==> src/rtl/uart_pkg.sv <==
// uart_pkg: baud rates, divisor helper, parity encodings and frame FSM states for uart_tx_frame
package uart_pkg;
  localparam int unsigned BAUD_9600   = 9600;
  localparam int unsigned BAUD_19200  = 19200;
  localparam int unsigned BAUD_38400  = 38400;
  localparam int unsigned BAUD_57600  = 57600;
  localparam int unsigned BAUD_115200 = 115200;
  localparam logic [1:0] PAR_NONE = 2'b00;
  localparam logic [1:0] PAR_ODD  = 2'b01;
  localparam logic [1:0] PAR_EVEN = 2'b10;
  typedef enum logic [2:0] {S_IDLE, S_START, S_DATA, S_PARITY, S_STOP} state_t;
  function automatic logic [31:0] baud_div(input int unsigned clk_freq, input int unsigned baud);
    return 32'(clk_freq / baud);
  endfunction
endpackage

==> src/rtl/uart_tx_frame_if.sv <==
// uart_tx_frame_if: valid/ready word handshake (Data_in, Data_valid from master; Data_ready from slave)
interface uart_tx_frame_if #(
  parameter int DATA_W = 8
) ();
  logic [DATA_W-1:0] Data_in;
  logic              Data_valid;
  logic              Data_ready;
  modport master (output Data_in, output Data_valid, input Data_ready);
  modport slave (input Data_in, input Data_valid, output Data_ready);
endinterface

==> src/rtl/sync_fifo.sv <==
// sync_fifo: synchronous word FIFO with registered read; ports clk, rst, push, pop, wr_data, rd_data, full, empty, count
module sync_fifo #(
  parameter int WIDTH = 8,
  parameter int DEPTH = 8
) (
  input  logic                     clk,
  input  logic                     rst,
  input  logic                     push,
  input  logic                     pop,
  input  logic [WIDTH-1:0]         wr_data,
  output logic [WIDTH-1:0]         rd_data,
  output logic                     full,
  output logic                     empty,
  output logic [$clog2(DEPTH):0]   count
);
  localparam int AW = $clog2(DEPTH);
  localparam int CW = AW + 1;
  logic [WIDTH-1:0] mem_q [DEPTH];
  logic [WIDTH-1:0] rd_data_q;
  logic [AW-1:0]    wptr_q, rptr_q;
  logic [CW-1:0]    count_q;
  logic             push_ok, pop_ok;
  assign full    = count_q == CW'(DEPTH);
  assign empty   = count_q == '0;
  assign push_ok = push & ~full;
  assign pop_ok  = pop & ~empty;
  assign rd_data = rd_data_q;
  assign count   = count_q;
  always_ff @(posedge clk) begin
    if (rst) begin
      wptr_q    <= '0;
      rptr_q    <= '0;
      count_q   <= '0;
      rd_data_q <= '0;
    end else begin
      if (push_ok) begin
        mem_q[wptr_q] <= wr_data;
        wptr_q        <= wptr_q + AW'(1);
      end
      if (pop_ok) begin
        rd_data_q <= mem_q[rptr_q];
        rptr_q    <= rptr_q + AW'(1);
      end
      count_q <= count_q + CW'(push_ok) - CW'(pop_ok);
    end
  end
endmodule

==> src/rtl/uart_tx_frame.sv <==
// uart_tx_frame: queued UART transmitter; in_if word handshake in, Baud_sel/Parity_mode/Stop_bits config, Uart_tx line, Uart_tx_done pulse, Uart_state busy, Fifo_count queued words
module uart_tx_frame
  import uart_pkg::*;
#(
  parameter int CLK_FREQ   = 50_000_000,
  parameter int DATA_W     = 8,
  parameter int FIFO_DEPTH = 8
) (
  input  logic                          Clk,
  input  logic                          Rst,
  uart_tx_frame_if.slave                in_if,
  input  logic [2:0]                    Baud_sel,
  input  logic [1:0]                    Parity_mode,
  input  logic                          Stop_bits,
  output logic                          Uart_tx,
  output logic                          Uart_tx_done,
  output logic                          Uart_state,
  output logic [$clog2(FIFO_DEPTH):0]   Fifo_count
);
  localparam int unsigned CF = CLK_FREQ;
  state_t            state_q;
  logic [31:0]       cnt_q, div_q, sel_div;
  logic [3:0]        bit_q;
  logic [DATA_W-1:0] sh_q, rd_data;
  logic [1:0]        pm_q;
  logic              sb_q, par_q, tx_q, done_q, busy_q;
  logic              bit_end, stop_end, has_par, pop, fifo_full, fifo_empty;
  sync_fifo #(.WIDTH(DATA_W), .DEPTH(FIFO_DEPTH)) u_fifo (
    .clk(Clk), .rst(Rst), .push(in_if.Data_valid), .pop(pop), .wr_data(in_if.Data_in),
    .rd_data(rd_data), .full(fifo_full), .empty(fifo_empty), .count(Fifo_count)
  );
  assign in_if.Data_ready = ~fifo_full;
  assign Uart_tx          = tx_q;
  assign Uart_tx_done     = done_q;
  assign Uart_state       = busy_q;
  always_comb begin
    sel_div  = Baud_sel == 3'd0 ? baud_div(CF, BAUD_9600) :
               Baud_sel == 3'd1 ? baud_div(CF, BAUD_19200) :
               Baud_sel == 3'd2 ? baud_div(CF, BAUD_38400) :
               Baud_sel == 3'd3 ? baud_div(CF, BAUD_57600) : baud_div(CF, BAUD_115200);
    bit_end  = cnt_q == div_q - 32'd1;
    stop_end = bit_end && bit_q == {3'b000, sb_q};
    has_par  = pm_q == PAR_ODD || pm_q == PAR_EVEN;
    pop      = !fifo_empty && (state_q == S_IDLE || (state_q == S_STOP && stop_end));
  end
  // Line outputs are registered from the current state, so the line trails the FSM by one cycle.
  always_ff @(posedge Clk) begin
    if (Rst) begin
      state_q <= S_IDLE;
      cnt_q   <= '0;
      bit_q   <= '0;
      div_q   <= baud_div(CF, BAUD_115200);
      pm_q    <= PAR_NONE;
      sb_q    <= 1'b0;
      sh_q    <= '0;
      par_q   <= 1'b0;
      tx_q    <= 1'b1;
      done_q  <= 1'b0;
      busy_q  <= 1'b0;
    end else begin
      tx_q   <= state_q == S_START ? 1'b0 : state_q == S_DATA ? sh_q[0] : state_q == S_PARITY ? par_q : 1'b1;
      done_q <= state_q == S_STOP && stop_end;
      busy_q <= state_q != S_IDLE;
      cnt_q  <= (state_q == S_IDLE || bit_end) ? '0 : cnt_q + 32'd1;
      if (pop) begin
        div_q <= sel_div;
        pm_q  <= Parity_mode;
        sb_q  <= Stop_bits;
      end
      if (state_q == S_START) begin
        sh_q  <= rd_data;
        par_q <= pm_q == PAR_EVEN ? ^rd_data : ~^rd_data;
      end
      if (state_q == S_DATA && bit_end) sh_q <= sh_q >> 1;
      case (state_q)
        S_IDLE:   if (pop) state_q <= S_START;
        S_START:  if (bit_end) state_q <= S_DATA;
        S_DATA:   if (bit_end) begin
          bit_q <= bit_q == 4'(DATA_W - 1) ? '0 : bit_q + 4'd1;
          if (bit_q == 4'(DATA_W - 1)) state_q <= has_par ? S_PARITY : S_STOP;
        end
        S_PARITY: if (bit_end) state_q <= S_STOP;
        S_STOP:   if (bit_end) begin
          bit_q <= stop_end ? '0 : bit_q + 4'd1;
          if (stop_end) state_q <= pop ? S_START : S_IDLE;
        end
        default:  state_q <= S_IDLE;
      endcase
    end
  end
endmodule

==> src/flat_wrapper.sv <==
// flat-port wrapper written by rule: the top's interface ports become plain ports
module uart_tx_frame_flat import uart_pkg::*;
#(
  parameter int CLK_FREQ   = 50_000_000,
  parameter int DATA_W     = 8,
  parameter int FIFO_DEPTH = 8
)
  (Clk, Rst, Baud_sel, Parity_mode, Stop_bits, Uart_tx, Uart_tx_done, Uart_state, Fifo_count, in_if_Data_in, in_if_Data_valid, in_if_Data_ready);
  uart_tx_frame_if #(.DATA_W(DATA_W)) in_if_i ();
  input  logic Clk;
  input  logic Rst;
  input  logic [2:0] Baud_sel;
  input  logic [1:0] Parity_mode;
  input  logic Stop_bits;
  output logic Uart_tx;
  output logic Uart_tx_done;
  output logic Uart_state;
  output logic [$clog2(FIFO_DEPTH):0] Fifo_count;
  input wire logic [$bits(in_if_i.Data_in)-1:0] in_if_Data_in;
  input wire logic [$bits(in_if_i.Data_valid)-1:0] in_if_Data_valid;
  output wire logic [$bits(in_if_i.Data_ready)-1:0] in_if_Data_ready;
  assign in_if_i.Data_in = in_if_Data_in;
  assign in_if_i.Data_valid = in_if_Data_valid;
  assign in_if_Data_ready = in_if_i.Data_ready;
  uart_tx_frame #(.CLK_FREQ(CLK_FREQ), .DATA_W(DATA_W), .FIFO_DEPTH(FIFO_DEPTH)) u_core (.Clk(Clk), .Rst(Rst), .in_if(in_if_i), .Baud_sel(Baud_sel), .Parity_mode(Parity_mode), .Stop_bits(Stop_bits), .Uart_tx(Uart_tx), .Uart_tx_done(Uart_tx_done), .Uart_state(Uart_state), .Fifo_count(Fifo_count));
endmodule
==> config.mk <==
export PLATFORM = sky130hd
export DESIGN_NAME = uart_tx_frame_flat
export DESIGN_NICKNAME = d
export VERILOG_FILES = /design/src/rtl/uart_pkg.sv /design/src/rtl/uart_tx_frame_if.sv /design/src/rtl/sync_fifo.sv /design/src/rtl/uart_tx_frame.sv /design/src/flat_wrapper.sv
export SDC_FILE = /design/constraint.sdc
export NUM_CORES = 1
export LEC_CHECK = 0
export ABC_AREA = 1
export BUFFER_PORTS_ARGS = -buffer_cell sky130_fd_sc_hd__clkbuf_2
export CAP_MARGIN = 40
export CORE_UTILIZATION = 38
export CTS_BUF_LIST = sky130_fd_sc_hd__clkbuf_4
export CTS_CLUSTER_DIAMETER = 200
export DETAILED_ROUTE_END_ITERATION = 10
export GPL_TIMING_DRIVEN = 1
export HOLD_SLACK_MARGIN = 0.08
export MAX_ROUTING_LAYER = met4
export PLACE_DENSITY = 0.56
export SLEW_MARGIN = 20
export SYNTH_ARGS = -nofsm -noshare
export SYNTH_HDL_FRONTEND = slang
export SYNTH_SLANG_ARGS = --single-unit
export TNS_END_PERCENT = 100
==> constraint.sdc <==
create_clock -name Clk -period 10.05 [get_ports Clk]
set_input_delay 0.5025 -clock Clk [delete_from_list [all_inputs] [get_ports Clk]]
set_output_delay 0.5025 -clock Clk [all_outputs]
set_load 0.1 [all_outputs]
**Yosys cells after proc, flatten, opt, wreduce, memory -nomap -nowiden**

Memory sizes are Yosys's and may differ from the RTL's. A register that Yosys moved wholly into a read port is not among the register bits.
Cells that the tools add are included.

- Add/sub/neg operators: 7
- Multipliers: 0
- Div/mod/pow operators: 0
- Order comparisons: 0
- Equal/unequal tests: 20
- Shift-type cells: 0
- Mux-type cells: 28
- Bitwise operators: 4
- Reductions and logical operators: 20

Operators by type and width:

| cell | number |
|---|---|
| two-way mux 32 bit | 3 |
| adder 32 x 1 -> 32 bit, second input constant | 1 |
| == test 32 bit | 1 |
| subtractor 32 x 1 -> 32 bit, second input constant | 1 |
| two-way mux 3 bit | 8 |
| two-way mux 4 bit | 4 |
| case mux 3 bit (5 select lines) | 1 |
| two-way mux 7 bit | 2 |
| == test 3 x 2 -> 1 bit, second input constant | 4 |
| != test 2 x 1 -> 1 bit, second input constant | 6 |
| two-way mux 10 bit | 1 |
| two-way mux 1 bit | 8 |
| case mux 4 bit (2 select lines) | 1 |
| XNOR reduction 8 bit | 1 |
| parity 8 bit | 1 |
| AND reduction 7 bit | 1 |
| adder 3 x 1 -> 3 bit, second input constant | 2 |
| == test 3 x 1 -> 1 bit, second input constant | 2 |
| logical NOT 3 bit | 2 |
| adder 4 x 1 -> 4 bit | 1 |
| adder 4 x 1 -> 4 bit, second input constant | 1 |
| == test 4 x 1 -> 1 bit | 1 |
| == test 4 x 3 -> 1 bit, second input constant | 1 |
| == test 4 bit, second input constant | 1 |
| other kinds (15) | 24 |

- Register bits after elaboration: 96
- Bits in latches: 0
- Bits in writable memories: 64
- Bits in read-only memories: 0
- Output and inout port bits: 8
- Memories: 1

Memories:

| memory | words | width | rd ports | clocked after memory_dff | wr ports | line | source |
|---|---|---|---|---|---|---|---|
| u_core.u_fifo.mem_q | 8 | 8 | 1 | 1 | 1 | sync_fifo.sv:18 | `logic [WIDTH-1:0] mem_q [DEPTH];` |

**Logic depth before layout (Yosys ltp)**

Gate-level depths: netlist (run 1).

- Word-level depth: 10
- Mapped depth: 29

**Modules after synthesis**

From an unflattened synthesis (run 1), not the netlist that was laid out.

- Cell total of the unflattened synthesis: 1,030
- Area total of the unflattened synthesis: 7,896.3 sq um

By module, submodules not included:

| module | times used | cells each | area an instance (sq um) | seq. area each (sq um) |
|---|---|---|---|---|
| uart_tx_frame | 1 | 670 | 4,316.6 | 1,321.3 |
| sync_fifo | 1 | 360 | 3,579.7 | 2,282.2 |

**Worst setup path before layout (run 1)**

Ideal clock, no wire load.

- Path type: register to register
- Start: register u_core.u_fifo.count_q[2] (netlist: u_core.u_fifo.count[2])
- End: memory u_core.u_fifo.mem_q[0][0], enable pin
- Data arrival time: 3.268 ns
- Required time: 9.667 ns
- Slack: 6.399 ns
- Stages on the path, launching flop included: 8
- Buffers on the path: 0
- Clock period less this slack: 3.651 ns
- Cell sequence: dfxtp_1 > inv_1 > ha_1 > nand3_1 > nand2_1 > nor2_1 > inv_1 > nor3_1

- Cells in the longest elaborated chain, start to end: 6

Ends and longest elaborated chain:

| element | line | source |
|---|---|---|
| from (decl) | sync_fifo.sv:21 | `logic [CW-1:0] count_q;` |
| from (signal assigned) | sync_fifo.sv:44 | `count_q <= count_q + CW'(push_ok) - CW'(pop_ok);` |
| == test 4 bit | sync_fifo.sv:23 | `assign full = count_q == CW'(DEPTH);` |
| inverter 1 bit | - |  |
| named net in_if_Data_ready | flat_wrapper.sv:21 | `output wire logic [$bits(in_if_i.Data_ready)-1:0] in_if_Data_ready;` |
| bitwise AND 1 bit | sync_fifo.sv:25 | `assign push_ok = push & ~full;` |
| two-way mux 1 bit | sync_fifo.sv:36 | `if (push_ok) begin` |
| two-way mux 1 bit | sync_fifo.sv:30 | `if (rst) begin` |
| two-way mux 1 bit (not written as such) | sync_fifo.sv:37 | `mem_q[wptr_q] <= wr_data;` |
| to (decl) | sync_fifo.sv:18 |  |

The timed path passes the listed nets, and every way through them passes these cells.

**Final worst setup path (run 1)**

- Start: register u_core.div_q[6]
- End: register u_core.u_fifo.count_q[3] (netlist: u_core.u_fifo.count[3])

- Cells in the longest elaborated chain, start to end: 8

Ends and longest elaborated chain:

| element | line | source |
|---|---|---|
| from (decl) | uart_tx_frame.sv:22 | `logic [31:0] cnt_q, div_q, sel_div;` |
| from (signal assigned) | uart_tx_frame.sv:52 | `div_q <= baud_div(CF, BAUD_115200);` |
| from (signal assigned) | uart_tx_frame.sv:66 | `div_q <= sel_div;` |
| subtractor 32 x 1 -> 32 bit | uart_tx_frame.sv:41 | `bit_end = cnt_q == div_q - 32'd1;` |
| == test 32 bit | uart_tx_frame.sv:41 |  |
| logical AND 1 bit | uart_tx_frame.sv:42 | `stop_end = bit_end && bit_q == {3'b000, sb_q};` |
| logical AND 1 bit | uart_tx_frame.sv:44 | `pop = !fifo_empty && (state_q == S_IDLE \|\| (state_q == S_STOP && stop_end));` |
| logical OR 1 bit | uart_tx_frame.sv:44 |  |
| logical AND 1 bit | uart_tx_frame.sv:44 |  |
| bitwise AND 1 bit | sync_fifo.sv:26 | `assign pop_ok = pop & ~empty;` |
| subtractor 4 x 1 -> 4 bit | sync_fifo.sv:44 |  |

Every way passes these cells.
A chain may end at the register's enable or synchronous reset.

==> results of run 1 <==
area by class of cell:
type	instances	area [um^2]
Sequential cell	148	3600
Tap cell	265	332
Clock inverter	15	199
Inverter	116	435
Clock buffer	17	128
Fill cell	2041	11100
Multi-Input combinational cell	699	3480
Antenna cell	1	2.50
Timing Repair Buffer	38	267
worst min path at each step:
stage / start / endpoint / slack, ps / cells past startpoint
floorplan: u_core.cnt_q[0] / u_core.cnt_q[0] / 440 / 1
global placement: u_core.pm_q[0] / u_core.pm_q[0] / 470 / 2
detailed placement: u_core.pm_q[0] / u_core.pm_q[0] / 480 / 2
CTS: in_if_Data_in[5] / u_core.u_fifo.mem_q[3][5] / 150 / 1
global route: in_if_Data_in[5] / u_core.u_fifo.mem_q[3][5] / 140 / 1
finish: in_if_Data_in[5] / u_core.u_fifo.mem_q[3][5] / 180 / 1
layout by cell type, fill, tap and decap left out, drive strengths merged, types with 20 or more instances in the layout:
| cell | Yosys | layout |
|---|---|---|
| nand2 | 240 | 240 |
| nor2 | 164 | 164 |
| inv | 115 | 122 |
| dfxtp | 84 | 84 |
| nand3 | 69 | 69 |
| edfxtp | 64 | 64 |
| o21ai | 62 | 62 |
| clkbuf | 18 | 42 |
| a21oi | 37 | 37 |
| nor3 | 24 | 24 |
| xor2 | 20 | 20 |
power groups by stage:
stage	registers [mW]	clock network (mW)	logic (mW)
after global routing	0.783	0.438	0.935
after detailed placement	0.785	0	0.819
final	0.771	0.404	0.820
after floorplan	0.825	0	0.609
after global placement	0.783	0	0.810
after CTS	0.772	0.414	0.822
flip-flops by register name, indices dropped and copies added, names as in the netlist, 3 cells and up:
name and cells:
u_core.u_fifo.mem_q 64, u_core.cnt_q 32, u_core.div_q 12, u_core.sh_q 8
u_core.u_fifo.rd_data 8, u_core.bit_q 4, u_core.u_fifo.count 4, u_core.state_q 3
u_core.u_fifo.rptr_q 3, u_core.u_fifo.wptr_q 3
metal layers:
layer  share of wire, %  vias up  track usage, %
met3                3.0       18            3.54
met2                 47       94            30.5
met5                  0        -               -
met1                 48     2851            24.2
li1                   -     3293               -
met4                1.4        0            6.22
kinds of logic after synthesis:
kind of cell,count (synthesis),share of synthesized area [%]
xor gates and xnor gates,30,3.43
AOI/OAI and AO/OA,127,9.45
buffers and inverters,146,7.77
and+or+nand+nor,528,29.9
DFF,148,47.0
adders and majority gates,14,2.38
==> results.md, run 1 <==
- Cells after DPL: 1264
- Post-synth net total: 1024
- Die width: around 140 um
- FF-to-FF path depth: 27
- Sw frac: a little under half
- P&R area growth vs syn: 10.2%
- Design area: between 0.008 and 0.009 mm^2
- Die height: around 140 um
- Via/cell ratio: 4.82
- Core Util, Final: a little over two fifths
- Final setup margin: ~5900 ps
- DR vias: about 6300
- Hold Vio Cnt, Final: 0
- Clock buffer depth: 2
- Fin Clk Skew: between 40 and 50 ps
- First-pass GRT wire length: between 20000 and 30000 um
- DRT iter0 DRCs: about 360
- Fin Setup TNS: 0 ps
- Port bufs: 24
- Critical Path RT: 10590 ps
- Arrival time at the worst endpoint: 4720 ps
- Max Cap Viol: 0
- Layout cell share with drive strength beyond 1: 9.78%
- VDD IR max: approximately 190 uV
- Dpl cell area: slightly above 0.008 mm^2
- DRT Wirelength: 17700 um
- Pin slew with the least headroom to its limit: 700 ps
- Initial antenna violation count: 1
- Worst Hold Class: in -> reg
- Synth cell types: 44
- Top-area cell type share of the netlist area: ~25%
- Syn Inst Count: 993
- Most frequent CP cell: nand2_1
- Status: finished clean
- Crit path from: u_core.div_q[6]
- Worst path depth: 27
- Mapped Avg Cell Area: around 7.7 um^2
- PD cells: between 200 and 250 mW/mm^2
- Pleak: approximately 3.5 nW
- Number of global-route vias before repair: about 5800
- GR Overflow Total: 0
- DRC viols: 0
- Yosys warnings: 0
- Largest net degree at the start of global routing: 37
- Startpoint Class: flip-flop
- Reg2reg setup slack: between 5000 and 6000 ps
- Synth top cells by count: nand2_1 (228), nor2_1 (157), inv_1 (113), dfxtp_1 (84), nand3_1 (69)
- Site Rows: slightly above 50
- Sink Count: around 150
- CP max stage cell: dfxtp_1
- DRT Pass-1 Iters: 5
- RSZ-0062 raised after global routing: false
- Clock Latency Late Sink: between 500 and 600 ps
- Post-synth ARST share: 0%
- Cell family with most CP delay: simple AND/OR/NAND/NOR gates
- Worst hold slack: 184 ps
- Sequential share of power: between 30% and 40%
- Cell internal pwr: ~1.1 mW
- # nets final: about 1100
- Fmax: around 240 MHz
- Worst slack, placed: 5810 ps
- Antenna-violating nets left: 0
- Seq cells post-synth: 148
- CORE AREA: between 0.015 and 0.02 mm^2
- Clk network pwr share: about a fifth
- Period utilization: between 40% and 50%
- CTS tree: done
- Post-synth EDFFs: 64
- Worst setup endpoint: u_core.u_fifo.count[3]
- R2r startpoint: u_core.div_q[6]
- CTS resizes: 0
- DPL Wire Length: 12900 um
- Slew Limit Headroom: between 50% and 60%
- Net Sw Power: 0.909 mW
- Clock transition at the registers of the reported paths: between 150 and 200 ps
- Combinational power share: ~40%
- CTS H-tree lvls: 4
- CP peak stage delay: between 400 and 500 ps
- Crit Path Class: reg -> reg
- Count of pins over their slew limit: 0
- Crit Path Max Fanout: 23
- Reg2Reg Capture Point: u_core.u_fifo.count[3]
- Synthesized area: between 0.007 and 0.008 mm^2
- Clk root buf: clkbuf_4
- Min cycle time layout: between 4000 and 5000 ps
- Wire per inst: around 14 um
- CTS Buf Count: 17
- Area contributors post-synth: edfxtp_1 (25%), dfxtp_1 (22%), nand2_1 (11%)
- Dominant synthesized flop cell: dfxtp_1
- Total GRT Usage: 19.0%
- WP buf/inv: 4
- Die footprint: just over 0.02 mm^2
- Sequential share of the synthesized area: a little under half
- Final setup violation count: 0
- Largest area contributor in the netlist: edfxtp_1
- Non-Filler Instances: between 1000 and 1500
- CTS Hold Buffers Added: 0
- Power, Total: about 2.0 mW
- Critical Path End Type: flip-flop
- Routability cong.: 0.898
- Post-CTS setup buffers: 0
- # IOs: 25
- Initial core utilization: around two fifths
- Most frequent cell after synthesis: nand2_1
Note: power is estimated with default switching activity, not from simulation.
==> run 2: changes to the inputs <==
--- a/config.mk
+++ b/config.mk
@@ -15,7 +15,7 @@
 export GPL_TIMING_DRIVEN = 1
 export HOLD_SLACK_MARGIN = 0.08
 export MAX_ROUTING_LAYER = met4
-export PLACE_DENSITY = 0.56
+export PLACE_DENSITY = 0.58
 export SLEW_MARGIN = 20
 export SYNTH_ARGS = -nofsm -noshare
 export SYNTH_HDL_FRONTEND = slang
==> constraint.sdc (replaced) <==
create_clock -name Clk -period 3.7 [get_ports Clk]
set_input_delay 0.185 -clock Clk [delete_from_list [all_inputs] [get_ports Clk]]
set_output_delay 0.185 -clock Clk [all_outputs]
set_load 0.1 [all_outputs]
==> run 2 against run 1 <==
Via count rose by 2.2%. Fmax rose by 24%. First-iteration DRC count rose by 5.0%. Count of clock-buffer cells in the layout did not move. Total power rose to 2.8 times the previous value. Die area did not move. Hold slack improved by 220 ps. Clock power rose to 2.7 times the previous value.
==> results.md, run 2 (synthesized netlist as in run 1, its figures left out) <==
- Die width: around 140 um
- Non-Filler Instances: about 1300
- First-pass GRT wire length: between 20000 and 30000 um
- R2r startpoint: u_core.div_q[6]
- Status: finished clean
- CTS H-tree lvls: 4
- Slew Limit Headroom: a little under three fifths
- Most frequent cells in the layout: nand2_1 (228), nor2_1 (155), inv_1 (113)
- Initial core utilization: between 30% and 40%
- CTS Buf Count: 17
- Initial antenna violation count: 1
- DRT iter0 DRCs: between 300 and 400
- Clk root buf: clkbuf_4
- Critical Path RT: approximately 4200 ps
- Pin slew with the least headroom to its limit: 642 ps
- Total GRT Usage: a little under a fifth
- DR vias: roughly 6400
- Worst hold slack: approximately 400 ps
- Worst slack, placed: 165 ps
- Largest net degree at the start of global routing: 36
- Largest regs: u_core.u_fifo.mem_q x64, u_core.cnt_q x32, u_core.div_q x12
- CP peak stage delay: roughly 370 ps
- Die footprint: roughly 0.021 mm^2
- Antenna-violating nets left: 0
- GR Overflow Total: 0
- DPL Wire Length: ~12000 um
- Fmax: 296 MHz
- Die height: 144 um
- Final setup margin: between 300 and 400 ps
- Worst Hold Class: in -> reg
- Max Cap Viol: 0
- Pleak: 3.65 nW
- Clock transition at the registers of the reported paths: 170 ps
- Wire per inst: about 13 um
- Fin Clk Skew: roughly 32 ps
- Port bufs: 24
- PD cells: roughly 630 mW/mm^2
- Hold Crit Depth: 2
- Min cycle time layout: approximately 3400 ps
- Reg2reg setup slack: ~320 ps
- Critical Path End Type: flip-flop
- # IOs: 25
- Crit Path Max Fanout: 3
- Layout cell share with drive strength beyond 1: 10.8%
- Arrival time at the worst endpoint: slightly below 4000 ps
- Largest Register: u_core.u_fifo.mem_q
- FF-to-FF path depth: 26
- Final setup violation count: 0
- Startpoint Class: flip-flop
- Reg2Reg Capture Point: u_core.u_fifo.count[2]
- DRC viols: 0
- Hold endpoint: u_core.u_fifo.mem_q[3][4]
- Power, Total: approximately 5.5 mW
- Routability cong.: between 0.9 and 1
- Max FFs per register: 64
- Clock Latency Late Sink: 580 ps
- Core Util, Final: between 40 and 50%
- Most common cell after layout, fill and taps aside: nand2_1
- VDD IR max: roughly 730 uV
- Crit Path Class: reg -> reg
- Via/cell ratio: approximately 4.8
- Clock buffer depth: 2
- # nets final: between 1000 and 1500
- DRT Wirelength: ~18000 um
- DRT Pass-1 Iters: 5
- CP max stage cell: fa_1
- Cells after DPL: about 1300
- Count of pins over their slew limit: 0
- Hold_sp: in_if_Data_in[4]
- CTS tree: done
- P&R area growth vs syn: 13.3%
- Period utilization: between 90% and 100%
- Hold Vio Cnt, Final: 0
- Number of global-route vias before repair: around 6000
- Site Rows: between 50 and 60
- Sink Count: around 150
- CORE AREA: between 0.015 and 0.02 mm^2
-- run 2: worst max path at each step --
stage,cells past startpoint,endpoint,startpoint
after floorplan,7,u_core.u_fifo.mem_q[0][0],u_core.u_fifo.count[2]
after global placement,26,u_core.u_fifo.count[2],u_core.div_q[2]
after detailed placement,26,u_core.u_fifo.count[2],u_core.div_q[2]
after CTS,26,u_core.u_fifo.count[2],u_core.div_q[2]
after global routing,26,u_core.u_fifo.count[2],u_core.div_q[6]
final,26,u_core.u_fifo.count[2],u_core.div_q[6]
-- run 2: cell type report --
| cell class | instances | area (um^2) |
|---|---|---|
| inverters | 116 | 435 |
| well taps | 265 | 332 |
| clock buffers | 17 | 128 |
| flip-flops and latches | 148 | 3600 |
| repair buffers | 68 | 505 |
| clock inverters | 15 | 191 |
| multi-input cells | 699 | 3480 |
| fillers | 2044 | 10900 |
| diodes | 1 | 2.50 |
-- run 2: timing repair --
item	in CTS	in global routing
hold buffers	19	0
endpoints found under the setup margin	0	5
resized for setup	0	6
buffers inserted	0	2
endpoints found under the hold margin	85	0
-- run 2: critical path: cells and delay by family (launching register included) --
family | cells | cell delay (ps)
XOR/XNOR | 1 | 140
adder cells (fa/ha/maj) | 4 | 970
buffers and inverters | 5 | 350
flip-flops | 1 | 350
AND/OR/NAND/NOR | 16 | 1480
-- run 2: where the power goes --
group          internal (mW)  total, mW  switching (mW)
registers               1.91       2.06           0.154
logic                  0.784       2.36            1.58
clock network          0.333       1.08           0.750
total                   3.03       5.51            2.49
-- run 2: per-layer routing --
layer	wire, um	track usage (%)
met5	0	-
met4	329	6.72
met3	517	3.01
met2	8350	31.3
met1	8430	23.8
-- run 2: metrics by stage --
step | cell area [um^2] | setup TNS (ps)
2_1_floorplan | 7660 | 0
3_3_place_gp | 8090 | 0
3_5_place_dp | 8120 | 0
4_1_cts | 8630 | 0
5_1_grt | 8680 | -12.3
6_report | 8680 | 0
==> run 3: changes to the inputs <==
--- a/config.mk
+++ b/config.mk
@@ -15,7 +15,7 @@
 export GPL_TIMING_DRIVEN = 1
 export HOLD_SLACK_MARGIN = 0.08
 export MAX_ROUTING_LAYER = met4
-export PLACE_DENSITY = 0.58
+export PLACE_DENSITY = 0.56
 export SLEW_MARGIN = 20
 export SYNTH_ARGS = -nofsm -noshare
 export SYNTH_HDL_FRONTEND = slang
==> constraint.sdc (replaced) <==
create_clock -name Clk -period 3.5 [get_ports Clk]
set_input_delay 0.35 -clock Clk [delete_from_list [all_inputs] [get_ports Clk]]
set_output_delay 0.35 -clock Clk [all_outputs]
set_load 0.1 [all_outputs]
==> run 3 against run 2 <==
Total power up 7.7%. First-iteration DRC count up 3.4%. Final area up 0.24%. Fmax up 3.4%. Core utilization up 0.11 points. Clock skew down 1.9 ps. Via count down 0.30%. Hold slack worse by 240 ps. Critical endpoint is now u_core.u_fifo.count[1].
==> results.md, run 3 (synthesized netlist as in run 1, its figures left out) <==
- DRT Pass-1 Iters: 5
- Combinational power share: between 40% and 50%
- Max FFs per register: 64
- Count of pins over their slew limit: 0
- Reg2reg setup slack: ~240 ps
- Routability cong.: ~0.87
- CTS tree: done
- R2r startpoint: u_core.div_q[2]
- Fmax: between 300 and 400 MHz
- # nets final: 1082
- Initial antenna violation count: 1
- Cell internal pwr: roughly 3.2 mW
- CORE AREA: between 0.015 and 0.02 mm^2
- Fin Clk Skew: a little under 30 ps
- GR Overflow Total: 0
- Worst setup endpoint: u_core.u_fifo.count[1]
- CP max stage cell: fa_2
- P&R area growth vs syn: 13.6%
- Most common cell after layout, fill and taps aside: nand2_1
- Die height: about 140 um
- Wire per inst: approximately 14 um
- Final setup violation count: 0
- Max Cap Viol: 0
- Via/cell ratio: ~4.8
- Sw frac: between 40% and 50%
- Worst slack, placed: around 24 ps
- Pleak: 3.63 nW
- Number of global-route vias before repair: 5936
- Die footprint: between 0.02 and 0.025 mm^2
- Slew Limit Headroom: 54.6%
- PD cells: 682 mW/mm^2
- Clk network pwr share: 18.8%
- Largest net degree at the start of global routing: 38
- Crit Path Max Fanout: 4
- Non-Filler Instances: ~1300
- Design area: 0.00870 mm^2
- FF-to-FF path depth: 25
- Status: finished clean
- Hold_sp: Baud_sel[2]
- First-pass GRT wire length: 30000 um
- Crit path from: u_core.div_q[2]
- Largest regs: u_core.u_fifo.mem_q x64, u_core.cnt_q x32, u_core.div_q x12
- DPL Wire Length: 13000 um
- Reg2Reg Capture Point: u_core.u_fifo.count[1]
- Initial core utilization: 39.1%
- Total GRT Usage: about a fifth
- Crit Path Class: reg -> reg
- Hold Vio Cnt, Final: 0
- Sequential share of power: a little under two fifths
- Power, Total: between 5 and 6 mW
- Largest Register: u_core.u_fifo.mem_q
- Port bufs: 24
- Most frequent cells in the layout: nand2_1 (226), nor2_1 (154), inv_1 (108)
- Clock buffer depth: 2
- DRC viols: 0
- Critical Path End Type: flip-flop
- Die width: between 100 and 150 um
- Site Rows: between 50 and 60
- Sink Count: 148
- DR vias: 6374
- CTS Buf Count: 17
- # IOs: 25
- CTS H-tree lvls: 4
- Clock transition at the registers of the reported paths: roughly 150 ps
- Fin Setup TNS: 0 ps
- Arrival time at the worst endpoint: 3720 ps
- Critical Path RT: roughly 4000 ps
- DRT iter0 DRCs: 393
- Filler cell count: 2018
- Period utilization: 93.3%
- Min cycle time layout: approximately 3300 ps
- Clk root buf: clkbuf_4
- Startpoint Class: flip-flop
- Dpl cell area: just over 0.008 mm^2
- Worst Hold Class: in -> reg
- CP peak stage delay: approximately 520 ps
- Cells after DPL: 1280
- DRT Wirelength: approximately 18000 um
- Antenna-violating nets left: 0
- Final setup margin: approximately 240 ps
- Layout cell share with drive strength beyond 1: 13.1%
- Clock Latency Late Sink: 550 ps
- Net Sw Power: 2.69 mW
- VDD IR max: about 750 uV
- Pin slew with the least headroom to its limit: just under 700 ps
-- run 3: worst min-delay path by stage --
stage / endpoint / slack (ps) / cells past startpoint
6_report: u_core.div_q[7] / 160 / 3
5_1_grt: u_core.div_q[7] / 120 / 3
4_1_cts: u_core.div_q[7] / 110 / 3
3_5_place_dp: u_core.pm_q[0] / 470 / 2
3_3_place_gp: u_core.sh_q[6] / 470 / 2
2_1_floorplan: u_core.cnt_q[0] / 440 / 1
-- run 3: area by class of cell --
type	instances	area [um^2]	area share (%)
clock buffers	17	128	1.47
diodes	1	2.50	0.0288
multi-input cells	699	3540	40.7
well taps	265	332	3.81
inverters	116	438	5.03
flip-flops and latches	148	3610	41.5
repair buffers	69	488	5.61
clock inverters	15	164	1.88
-- run 3: metrics by stage --
| stage | hold WS, ps | util (%) |
|---|---|---|
| final | 162 | 44.4 |
| after global routing | 123 | 44.4 |
| after CTS | 114 | 43.9 |
| after detailed placement | 471 | 41.8 |
| after global placement | 467 | 41.7 |
| after floorplan | 438 | - |
-- run 3: power groups by stage --
stage	Clock, mW	Sequential (mW)	Combinational (mW)
after detailed placement	0	2.20	2.55
after global placement	0	2.20	2.54
after floorplan	0	2.37	1.76
after global routing	1.22	2.21	3.00
after CTS	1.16	2.17	2.59
final	1.11	2.18	2.64
-- run 3: layer usage --
layer | GRT usage [%] | share of wire, %
met1 | 26.1 | 50
met2 | 30.4 | 46
met3 | 3.51 | 3.4
met4 | 4.93 | 0.92
met5 | - | 0
-- run 3: critical path, delay by kind of cell, from the launching register on --
kind / cells / cell delay (ps)
adder cells (fa/ha/maj): 4 / 1080
AND/OR/NAND/NOR: 16 / 1470
flip-flops: 1 / 360
buffers and inverters: 5 / 290
-- run 3: what timing repair did --
action	CTS	global route
resized for setup	1	21
buffers inserted	0	5
endpoints found under the setup margin	1	3
pin swaps	0	15
hold buffers	12	0
hold endpoints to repair	68	0
